## src/rtl/aa_frame_streamer.sv

```systemverilog
// -----------------------------------------------------------------------------
// aa_frame_streamer
//
// Reader side of the anti-aliasing frame buffer. On a start pulse it reads a
// SIZE x SIZE frame from the buffer's synchronous read port in raster order
// and emits it as a valid/ready pixel stream with sof/eol/eof markers. Reads
// are prefetched into a 2-entry output FIFO so a continuously ready sink gets
// one pixel per cycle.
//
// Ports:
//   sysclk   in   clock
//   reset_n  in   asynchronous active-low reset
//   start    in   single-cycle pulse, begin readout (only honoured in IDLE)
//   busy     out  frame readout in progress
//   rd_en    out  buffer read enable
//   rd_addr  out  buffer read address (row*SIZE + col)
//   rd_data  in   buffer read data, valid one cycle after rd_en
//   m_valid  out  output pixel valid
//   m_ready  in   downstream ready
//   m_data   out  output pixel
//   m_sof    out  pixel (0,0)
//   m_eol    out  last pixel of a line
//   m_eof    out  last pixel of the frame
//   done     out  single-cycle pulse after the last pixel handshake
//
// state | meaning
// ------+-----------------------------------------------------------
// IDLE  | waiting for start
// RUN   | issuing buffer reads until every address has been issued
// DRAIN | all reads issued, waiting for the eof pixel handshake
// DONE  | one-cycle done pulse, back to IDLE
// -----------------------------------------------------------------------------
module aa_frame_streamer #(
    parameter int PIX_W  = 8,
    parameter int SIZE   = 16,
    parameter int ADDR_W = $clog2(SIZE*SIZE)
) (
    input  logic              sysclk,
    input  logic              reset_n,
    input  logic              start,
    output logic              busy,
    output logic              rd_en,
    output logic [ADDR_W-1:0] rd_addr,
    input  logic [PIX_W-1:0]  rd_data,
    output logic              m_valid,
    input  logic              m_ready,
    output logic [PIX_W-1:0]  m_data,
    output logic              m_sof,
    output logic              m_eol,
    output logic              m_eof,
    output logic              done
);

    localparam int            CW       = $clog2(SIZE);
    localparam logic [CW-1:0] LAST_IDX = CW'(SIZE-1);
    localparam int            EW       = PIX_W + 3;

    typedef enum logic [1:0] {S_IDLE, S_RUN, S_DRAIN, S_DONE} state_t;

    state_t            state_q, state_d;
    logic [CW-1:0]     col_q, row_q;
    logic [ADDR_W-1:0] addr_q;
    logic              inflight_q;
    logic [2:0]        meta_q;
    logic [EW-1:0]     ent_q [2];
    logic              rd_ptr_q, wr_ptr_q;
    logic [1:0]        cnt_q;

    logic              pop, push, issue, last_issue;
    logic [1:0]        occ_proj;
    logic [2:0]        issue_meta;
    logic [EW-1:0]     head;

    assign pop  = (cnt_q != 2'd0) && m_ready;
    assign push = inflight_q;

    // Occupancy the FIFO will hold after this edge, counting the read whose
    // data lands this cycle and crediting a pop happening this cycle. Issuing
    // only while this is below 2 guarantees the new read a slot next cycle
    // and still allows back-to-back reads when the sink is ready.
    assign occ_proj   = cnt_q + {1'b0, inflight_q} - {1'b0, pop};
    assign issue      = (state_q == S_RUN) && (occ_proj < 2'd2);
    assign last_issue = issue && (row_q == LAST_IDX) && (col_q == LAST_IDX);
    assign issue_meta = {(row_q == '0) && (col_q == '0), col_q == LAST_IDX, last_issue};
    assign head       = ent_q[rd_ptr_q];

    // state register
    always_ff @(posedge sysclk or negedge reset_n) begin
        if (!reset_n) begin
            state_q <= S_IDLE;
        end else begin
            state_q <= state_d;
        end
    end

    // next-state logic
    always_comb begin
        state_d = state_q;
        case (state_q)
            S_IDLE:  if (start) state_d = S_RUN;
            S_RUN:   if (last_issue) state_d = S_DRAIN;
            S_DRAIN: if (pop && head[0]) state_d = S_DONE;
            S_DONE:  state_d = S_IDLE;
            default: state_d = S_IDLE;
        endcase
    end

    // outputs
    always_comb begin
        busy    = (state_q == S_RUN) || (state_q == S_DRAIN);
        done    = (state_q == S_DONE);
        rd_en   = issue;
        rd_addr = addr_q;
        m_valid = (cnt_q != 2'd0);
        m_data  = head[EW-1:3];
        m_sof   = m_valid && head[2];
        m_eol   = m_valid && head[1];
        m_eof   = m_valid && head[0];
    end

    // fetch counters, in-flight tracking and output FIFO
    always_ff @(posedge sysclk or negedge reset_n) begin
        if (!reset_n) begin
            col_q      <= '0;
            row_q      <= '0;
            addr_q     <= '0;
            inflight_q <= 1'b0;
            meta_q     <= '0;
            ent_q[0]   <= '0;
            ent_q[1]   <= '0;
            rd_ptr_q   <= 1'b0;
            wr_ptr_q   <= 1'b0;
            cnt_q      <= 2'd0;
        end else begin
            if ((state_q == S_IDLE) && start) begin
                col_q  <= '0;
                row_q  <= '0;
                addr_q <= '0;
            end else if (issue) begin
                if (last_issue) begin
                    col_q  <= '0;
                    row_q  <= '0;
                    addr_q <= '0;
                end else begin
                    addr_q <= addr_q + ADDR_W'(1);
                    if (col_q == LAST_IDX) begin
                        col_q <= '0;
                        row_q <= row_q + CW'(1);
                    end else begin
                        col_q <= col_q + CW'(1);
                    end
                end
            end

            inflight_q <= issue;
            if (issue) begin
                meta_q <= issue_meta;
            end

            if (push) begin
                ent_q[wr_ptr_q] <= {rd_data, meta_q};
                wr_ptr_q        <= ~wr_ptr_q;
            end
            if (pop) begin
                rd_ptr_q <= ~rd_ptr_q;
            end
            case ({push, pop})
                2'b10:   cnt_q <= cnt_q + 2'd1;
                2'b01:   cnt_q <= cnt_q - 2'd1;
                default: cnt_q <= cnt_q;
            endcase
        end
    end

endmodule

```

## config.mk

```make
export PLATFORM = sky130hd
export DESIGN_NAME = aa_frame_streamer
export DESIGN_NICKNAME = d
export VERILOG_FILES = /design/src/rtl/aa_frame_streamer.sv
export SDC_FILE = /design/constraint.sdc
export NUM_CORES = 1
export LEC_CHECK = 0
export ABC_CLOCK_PERIOD_IN_PS = 2100
export BUFFER_PORTS_ARGS = -buffer_cell sky130_fd_sc_hd__buf_2
export CAP_MARGIN = 20
export CORE_MARGIN = 2
export CORE_UTILIZATION = 50
export CTS_CLUSTER_DIAMETER = 40
export CTS_CLUSTER_SIZE = 24
export DETAILED_ROUTE_END_ITERATION = 8
export PLACE_DENSITY = 0.71
export REMOVE_ABC_BUFFERS = 1
export SETUP_SLACK_MARGIN = 0.05
export SLEW_MARGIN = 20
export SYNTH_ARGS = -nofsm -noshare
export SYNTH_HDL_FRONTEND = slang
export SYNTH_SLANG_ARGS = --single-unit
export TNS_END_PERCENT = 1
```

## constraint.sdc

```tcl
create_clock -name sysclk -period 2.1 [get_ports sysclk]
set_clock_uncertainty 0.1 [all_clocks]
set_input_delay 0.105 -clock sysclk [delete_from_list [all_inputs] [get_ports sysclk]]
set_output_delay 0.105 -clock sysclk [all_outputs]
set_load 0.1 [all_outputs]
```

# == After elaboration in Yosys (flattened, before gate mapping) ==
# Cells that the tools add are included.
# op_classes
n_reduce_logical,21
n_mux,22
addsub,7
n_lt_le_gt_ge,4
n_bitwise,4
n_eq_ne,10
# ops
cell,n
$mux 11,4
$mux 4,8
$mux 8,3
$bwmux 22,1
$demux 11 s1,1
$logic_and 1x1->1,11
$add 4x1->4 const B,2
$add 8x1->8 const B,1
$eq 4x4->1 const B,2
$logic_not 4->1,2
$pmux 2 s4,1
$eq 2x2->1 const B,3
$mux 2,3
$ne 2x2->1 const B,3
$reduce_bool 2->1,3
$eq 2x1->1 const B,2
$ge 2x2->1 const B,2
$not 1->2,2
$pmux 2 s2,1
$reduce_and 3->1,1
$reduce_bool 3->1,1
$add 2x1->2,1
$add 2x1->2 const B,1
$logic_not 2->1,1
7 further kinds,8
# word_totals
out_inout_bits,23
reg_bits,48
word_cells,79

# == Logic depth before layout (Yosys ltp) ==
# Gate-level depths: netlist of run 1.
# logic_depth
ltp_word,10
ltp_mapped,7
mapped_depth_nobuf,6

# == Least setup slack after synthesis of run 1 ==
# OpenSTA, ideal clock, no wires.
# synth_timing
path_kind,reg2out
from,register rd_ptr_q
to,output m_eol
setup_slack_ns,-0.235
path_stages_with_launch,4
arrival_time_ns,2.130
cell_sequence,dfrtp_1 > buf_1 > mux2i_1 > nor2_1
# synth_via
elab_chain_len,5
# synth_rtl
element,line,source
start: declaration,66,"logic rd_ptr_q, wr_ptr_q;"
start signal: assignment,165,rd_ptr_q <= ~rd_ptr_q;
$not 1->2 (not written as such),85,assign head = ent_q[rd_ptr_q];
$mux 11 (not written as such) (3 in series),85,
$logic_and 1x1->1,117,m_eol = m_valid && head[1];
end: declaration,49,"output logic m_eol,"
# No other way between the ends. The select of a mux whose other input is x is not followed.

# == Worst setup path after layout of run 1 ==
# layout_timing
from,register col_q[0]
to,register state_q[1]
# layout_via
elab_chain_len,4
# layout_rtl
element,line,source
start: declaration,61,"logic [CW-1:0] col_q, row_q;"
start signal: assignment,150,col_q <= col_q + CW'(1);
$eq 4x4->1,83,assign last_issue = issue && (row_q == LAST_IDX) && (col_q == LAST_IDX);
$logic_and 1x1->1,83,
$ne 2x2->1 (no source line),n/a,
$reduce_and 3->1 (no source line),n/a,
end signal: assignment,92,state_q <= state_d;
end: declaration,60,"state_t state_q, state_d;"
# No other way between the ends.
# A chain may end at the register's enable or synchronous reset.

==> out/qor.yml, run 1 <==
fmax_ghz: 0.513
status: "completed"
clk_latency_ns: 0.30
syn_inst: 211
yosysUniqueCellTypes: 44
hold_class: "in2reg"
worstMarginPinSlew_ns: 0.489
start_util_pct: 51.3
path_buf_inv: 0
cp-endpoint: "state_q[1]"
period_minus_slack_ns: 1.95
num_io_pins: 35
gr-total-overflow: 0
rsz0062_at_grt: "true"
slew_headroom_pct: 67.6
synth.most_common_cell: "dfrtp_1"
place.gp.congestion: 0.834
grt_usage_pct: 18.9
hpwl_um: 3320
tritoncts: "built"
wl_um: 4690
synth_top_cells_by_count: "dfrtp_1, mux2_2, nand2_1"
nets: 288
wl_per_cell_um: 14.6
cts_root_buf: "clkbuf_8"
coreArea_um2: 4690
cp-start-kind: "flip-flop"
drive_above_1_share_pct: 36.0
crit_fanout: 6
yosysWarnings: 0
synth_top_area_share_pct: 49.9
drtIter0Drc: 75
drt_pass1_iterations: 4
crit_chain: "ha_1 -> and3_1 -> and4_1 -> o21ai_1 -> a21oi_2 -> mux2_1"
async_flop_share_pct: 100
die_h_um: 73.4
grt_antenna_before_repair: 0
netlist_area_um2: 2410
htreeDepth: 2
cts_buffers: 5
arrival_ns: 2.03
diodes: 0
r2r_end: "state_q[1]"
met1_usage_pct: 24.5
ff2ff_setup_slack_ns: 0.15
path_depth: 6
finalNonFillerCells: 321
viasPerCell: 5.44
drtAntennaViolNets: 0
cts_buffer_depth: 2
hold_ws_ns: 0.0569
ys_seq_area_share_pct: 49.9
cpMaxStageDelayCell: "dfrtp_1"
finalSetupViolations: 0
synth-seq-cells: 48
path_delay_family: "simple AND/OR/NAND/NOR gates"
finalCritPeriodShare_pct: 92.7
synthFlopType: "dfrtp_1"
grt_max_degree: 21
grt_util_met2_pct: 32.2
worstPathRequired_ns: 2.18
slowest_delay_ns: 0.43
rr_startpoint: "col_q[0]"
dp_cells: 302
vias: 1746
use_met3_pct: 4.12
synth_edf_count: 0
synthTopCellsByArea: "dfrtp_1, mux2_2, ha_1"
hold_viol_final: 0
critPathKind: "reg2reg"
grt.busiest_layer: "met2"
clkSlewWorstSetupHoldPaths_ns: 0.09
grt_pass1_vias: 1729
post-route-drc-count: 0
avgSynthCellArea_um2: 11.4
row_count: 25
synth_top_area_cell: "dfrtp_1"
die_area_um2: 5390
maxCapViolCount: 0
numPortBuffers: 34
area_delta_synth_final_pct: 21.6
grt_first_pass_wirelength_um: 7820
maxSlewViolCount: 0
cts_sinks: 48
cp-startpoint: "col_q[0]"
die_width_um: 73.4
worstRegToRegCells: 6
worstSetupEndpointType: "flip-flop"
cell families (layout without fill, tap and decap cells):
group	Yosys count	after routing	share of synthesized area [%]
adders and majority gates	10	10	5.20
DFF	48	48	49.9
buffers and inverters	15	71	2.70
xor gates and xnor gates	5	5	1.82
AOI/OAI and AO/OA	37	37	10.3
muxes	36	36	17.1
and+or+nand+nor	60	60	12.9
what timing repair did:
item	CTS	global route
endpoints found under the hold margin	34	0
hold buffers	9	0
buffers inserted	0	2
endpoints found under the setup margin	0	2
resized for setup	0	2
per-layer routing:
| metal | wire (um) | vias up |
|---|---|---|
| met1 | 2160 | 854 |
| met2 | 2330 | 33 |
| met5 | 0 | - |
| met3 | 136 | 6 |
| met4 | 51 | 0 |
| li1 | - | 853 |
how the worst min path moves through the flow:
stage / from / to / slack, ns / cells after the start
floorplan: reset_n / cnt_q[0] / -0.29 / 0
global placement: reset_n / rd_ptr_q / -0.03 / 1
detailed placement: reset_n / rd_ptr_q / -0.02 / 1
CTS: m_ready / rd_ptr_q / 0.05 / 3
global route: m_ready / rd_ptr_q / 0.08 / 3
finish: m_ready / rd_ptr_q / 0.06 / 3
flip-flops by register name, summed over array words and instances, names as in the netlist:
signal	cells
cnt_q	2
col_q	4
ent_q	22
inflight_q	1
meta_q	3
rd_addr	8
rd_ptr_q	1
row_q	4
state_q	2
wr_ptr_q	1
worst min-delay path: cells and delay by family:
family | cells | cell delay [ns]
buffers and inverters | 1 | 0.13
xor gates and xnor gates | 1 | 0.07
AOI/OAI and AO/OA | 1 | 0.12
cell usage in the layout (no fill, tap or decap), types with 2 or more instances in the layout:
cell and instances:
clkbuf_8 5, dfrtp_1 48, nand3_1 7, ha_1 9, buf_2 33, nor2b_1 2
o21ai_1 3, nor2_1 10, dlygate4sd3_1 9, a21oi_1 12, inv_1 8, xnor2_1 2
o21ai_0 6, mux2_2 30, a21oi_2 2, o211ai_1 2, o22ai_1 4, buf_4 11
nand2_2 2, nand2_1 20, mux2i_1 4, or3_1 7, o31ai_1 2, xor2_1 3
area by class of cell:
type	count	area, um^2
fill	390	1770
sequential	48	1200
multi-input combinational	148	1150
timing repair buffer	54	358
clock buffer	5	68.8
tap	54	67.6
clock inverter	3	46.3
inverter	9	33.8
through the flow:
stage	setup WS (ns)	cell area (um^2)	util (%)	TNS [ns]
2_1_floorplan	-0.200	2380	-	-0.507
3_3_place_gp	0.251	2700	57.5	0
3_5_place_dp	0.170	2700	57.5	0
4_1_cts	0.0620	2900	61.8	0
5_1_grt	0.0314	2930	62.4	0
6_report	0.153	2930	62.4	0
Power of run 1 is left out: the tool's default activity adds up to more than one toggle a clock period on the data nets, which glitch-free logic cannot reach.
==> inputs of run 2 (changes only) <==
ABC_CLOCK_PERIOD_IN_PS = 1550   (was 2100)
PLACE_DENSITY = 0.74   (was 0.71)
clock period = 1.55 ns   (was 2.1 ns; I/O delays follow)
==> out/qor.yml, run 2 (synthesis results as in run 1) <==
nets: 329
cts_sinks: 48
numPortBuffers: 34
start_util_pct: 51.3
worstSetupEndpointType: "output port"
cp-start-kind: "flip-flop"
vias: 1928
hpwl_um: 3830
cts_buffer_depth: 2
hold_ws_ns: 0.119
timing.final.ws_setup_ns: -0.245
clkSlewWorstSetupHoldPaths_ns: 0.09
tritoncts: "built"
grt_antenna_before_repair: 0
finalCritPeriodShare_pct: 116
rsz0062_at_grt: "true"
grt_max_degree: 49
regMostFlops: "ent_q"
violations: "negative setup slack"
slew_headroom_pct: 67.6
grt_usage_pct: 22.2
cts_root_buf: "clkbuf_8"
gr-total-overflow: 0
drtIter0Drc: 59
drt_pass1_iterations: 4
wl_per_cell_um: 15.6
clk_latency_ns: 0.30
arrival_ns: 1.62
largest_register_ffs: 22
num_io_pins: 35
mostFrequentLayoutCells: "dfrtp_1, buf_4, mux2_2"
grt_first_pass_wirelength_um: 9210
wl_um: 5660
worstPathRequired_ns: 1.37
diodes: 0
grt_pass1_vias: 1993
row_count: 25
final_common_cell: "dfrtp_1"
crit_fanout: 3
worstMarginPinSlew_ns: 0.489
post-route-drc-count: 0
hold_viol_final: 0
hold_class: "in2reg"
fmax_ghz: 0.557
place.gp.congestion: 0.842
critPathKind: "reg2out"
maxCapViolCount: 0
viasPerCell: 5.33
die_h_um: 73.4
maxSlewViolCount: 0
rr_startpoint: "col_q[0]"
htreeDepth: 2
drtAntennaViolNets: 0
cp-startpoint: "cnt_q[0]"
cts_buffers: 5
period_minus_slack_ns: 1.79
status: "finished with violations"
area_delta_synth_final_pct: 48.9
die_width_um: 73.4
finalSetupViolations: 30
holdCritStartpoint: "m_ready"
drive_above_1_share_pct: 51.6
coreArea_um2: 4690
die_area_um2: 5390
[run 2: final timing paths]
check                                   to  slack, ns  depth (start not counted)
min in group asynchronous        ent_q[10]       0.18                          3
worst max-delay path                 rd_en      -0.24                          6
worst min register to register   ent_q[13]       0.41                          1
worst min-delay path              cnt_q[0]       0.12                          4
worst max register to register  state_q[1]      -0.22                          6
max in group asynchronous         cnt_q[1]       0.93                          3
[run 2: cell type report]
| cell class | instances | area [um^2] |
|---|---|---|
| flip-flops and latches | 48 | 1200 |
| clock buffers | 6 | 82.6 |
| inverters | 9 | 33.8 |
| well taps | 54 | 67.6 |
| repair buffers | 95 | 923 |
| multi-input cells | 148 | 1260 |
| fillers | 291 | 1110 |
| clock inverters | 2 | 15.0 |
[run 2: timing repair]
action | in CTS | in global routing
buffers inserted | 4 | 2
hold buffers | 9 | 0
resized for setup | 29 | 19
setup endpoints to repair | 36 | 47
pin swaps | 6 | 7
endpoints found under the hold margin | 64 | 0
[run 2: metrics by stage]
stage,instances,utilization (%),worst slack [ns],instance area (um^2),TNS (ns)
finish,362,76.4,-0.245,3580,-2.69
detailed placement,339,68.1,-0.225,3190,-2.64
floorplan,205,-,-0.750,2380,-9.28
global placement,339,68.1,-0.159,3190,-1.57
CTS,360,74.8,-0.236,3510,-2.55
global route,362,76.4,-0.327,3580,-4.87
[run 2: critical path, cell delays in order (launching register included)]
cell and delay, ns:
dfrtp_1 0.37, nor2b_4 0.19, mux2i_4 0.29, o21ai_4 0.10, inv_2 0.09, buf_6 0.10
buf_12 0.16
[run 2: metal layers]
| layer | vias to the layer above | track usage [%] | wire, um |
|---|---|---|---|
| li1 | 935 | - | - |
| met1 | 934 | 26.9 | 2370 |
| met2 | 51 | 38.6 | 2990 |
| met3 | 8 | 5.21 | 203 |
| met4 | 0 | 7.68 | 93 |
| met5 | - | 0 | 0 |
Power of run 2 is left out for the same reason.
==> inputs of run 3 (changes only) <==
ABC_CLOCK_PERIOD_IN_PS = 1650   (was 1550)
clock period = 1.65 ns   (was 1.55 ns; I/O delays follow)
==> out/qor.yml, run 3 (synthesis results as in run 1) <==
cp-start-kind: "flip-flop"
timing.final.ws_setup_ns: -0.140
finalSetupViolations: 14
post-route-drc-count: 0
status: "finished with violations"
clkSlewWorstSetupHoldPaths_ns: 0.08
area_delta_synth_final_pct: 42.7
clk_latency_ns: 0.29
violations: "negative setup slack"
nets: 319
wl_per_cell_um: 15.1
worstPathRequired_ns: 1.74
finalNonFillerCells: 351
die_width_um: 73.4
critPathKind: "reg2reg"
crit_fanout: 3
grt_usage_pct: 21.7
fillers: 336
vias: 1881
viasPerCell: 5.36
wl_um: 5310
slew_headroom_pct: 67.9
row_count: 25
cp-startpoint: "col_q[0]"
finalCritPeriodShare_pct: 108
coreArea_um2: 4690
drt_pass1_iterations: 4
maxSlewViolCount: 0
start_util_pct: 51.3
multi_input_comb_area_um2: 1230
placed_cell_area_um2: 3110
worstSetupEndpointType: "flip-flop"
regArea_um2: 1200
tritoncts: "built"
num_io_pins: 35
cts_buffers: 5
holdCritStartpoint: "m_ready"
mostFrequentLayoutCells: "dfrtp_1, buf_4, mux2_2"
drtIter0Drc: 92
htreeDepth: 2
period_minus_slack_ns: 1.79
cts_root_buf: "clkbuf_8"
final_common_cell: "dfrtp_1"
hold_viol_final: 0
cts_sinks: 48
rsz0062_at_grt: "true"
rr_startpoint: "col_q[0]"
grt_max_degree: 20
cts_buffer_depth: 2
die_h_um: 73.4
diodes: 0
maxCapViolCount: 0
worstMarginPinSlew_ns: 0.486
fmax_ghz: 0.559
hold_class: "in2reg"
grt_first_pass_wirelength_um: 8980
numPortBuffers: 34
grt_antenna_before_repair: 0
largest_register_ffs: 22
final_design_area_no_fill_um2: 3430
hpwl_um: 3640
gr-total-overflow: 0
regMostFlops: "ent_q"
place.gp.congestion: 0.858
grt_pass1_vias: 1940
drive_above_1_share_pct: 46.5
drtAntennaViolNets: 0
arrival_ns: 1.88
dp_cells: 332
die_area_um2: 5390
==> run 3: cell count changes in the layout (fill, tap and decap cells not counted), sizes merged <==
cell | previous run | this run
clkinvlp | 2 | 0
buf | 86 | 76
clkinv | 0 | 1
==> run 3: worst paths after layout <==
kind	to	slack, ns	depth (start not counted)
worst max register to register	state_q[1]	-0.14	6
max in group asynchronous	ent_q[2]	0.73	3
worst max-delay path	state_q[1]	-0.14	6
worst min register to register	wr_ptr_q	0.40	1
worst min-delay path	cnt_q[0]	0.13	4
min in group asynchronous	ent_q[10]	0.15	2
==> run 3: layout make-up <==
cell class | count | area share (%)
clock buffers | 6 | 2.11
clock inverters | 1 | 0.146
inverters | 9 | 1.06
multi-input cells | 148 | 35.8
flip-flops and latches | 48 | 35.0
well taps | 54 | 1.97
repair buffers | 85 | 23.9
==> run 3: through the flow <==
step | setup WS (ns) | hold slack (ns) | utilization [%] | TNS (ns)
6_report | -0.140 | 0.128 | 73.2 | -0.861
5_1_grt | -0.221 | 0.162 | 73.2 | -2.31
4_1_cts | -0.127 | 0.127 | 72.4 | -0.819
3_5_place_dp | -0.150 | -0.0594 | 66.4 | -0.991
3_3_place_gp | -0.0548 | -0.0634 | 66.4 | -0.182
2_1_floorplan | -0.650 | -0.313 | - | -6.19
==> run 3: worst max-delay path, cell delays in order, from the launching register on <==
cell     delay [ns]
dfrtp_1        0.37
ha_2           0.19
and3_1         0.20
and4_1         0.26
o21ai_2        0.08
a21oi_2        0.17
mux2_4         0.31
==> run 3: timing repair <==
item | in CTS | in global routing
pin swaps | 9 | 2
hold buffers | 9 | 0
resized for setup | 27 | 12
hold endpoints to repair | 33 | 0
buffers inserted | 3 | 0
endpoints found under the setup margin | 30 | 34
==> run 3: layer usage <==
| layer | GRT usage (%) | routed length (um) |
|---|---|---|
| met1 | 28.0 | 2360 |
| met2 | 36.1 | 2660 |
| met3 | 5.08 | 206 |
| met4 | 7.47 | 78 |
| met5 | 0 | 0 |
Power of run 3 is left out for the same reason.
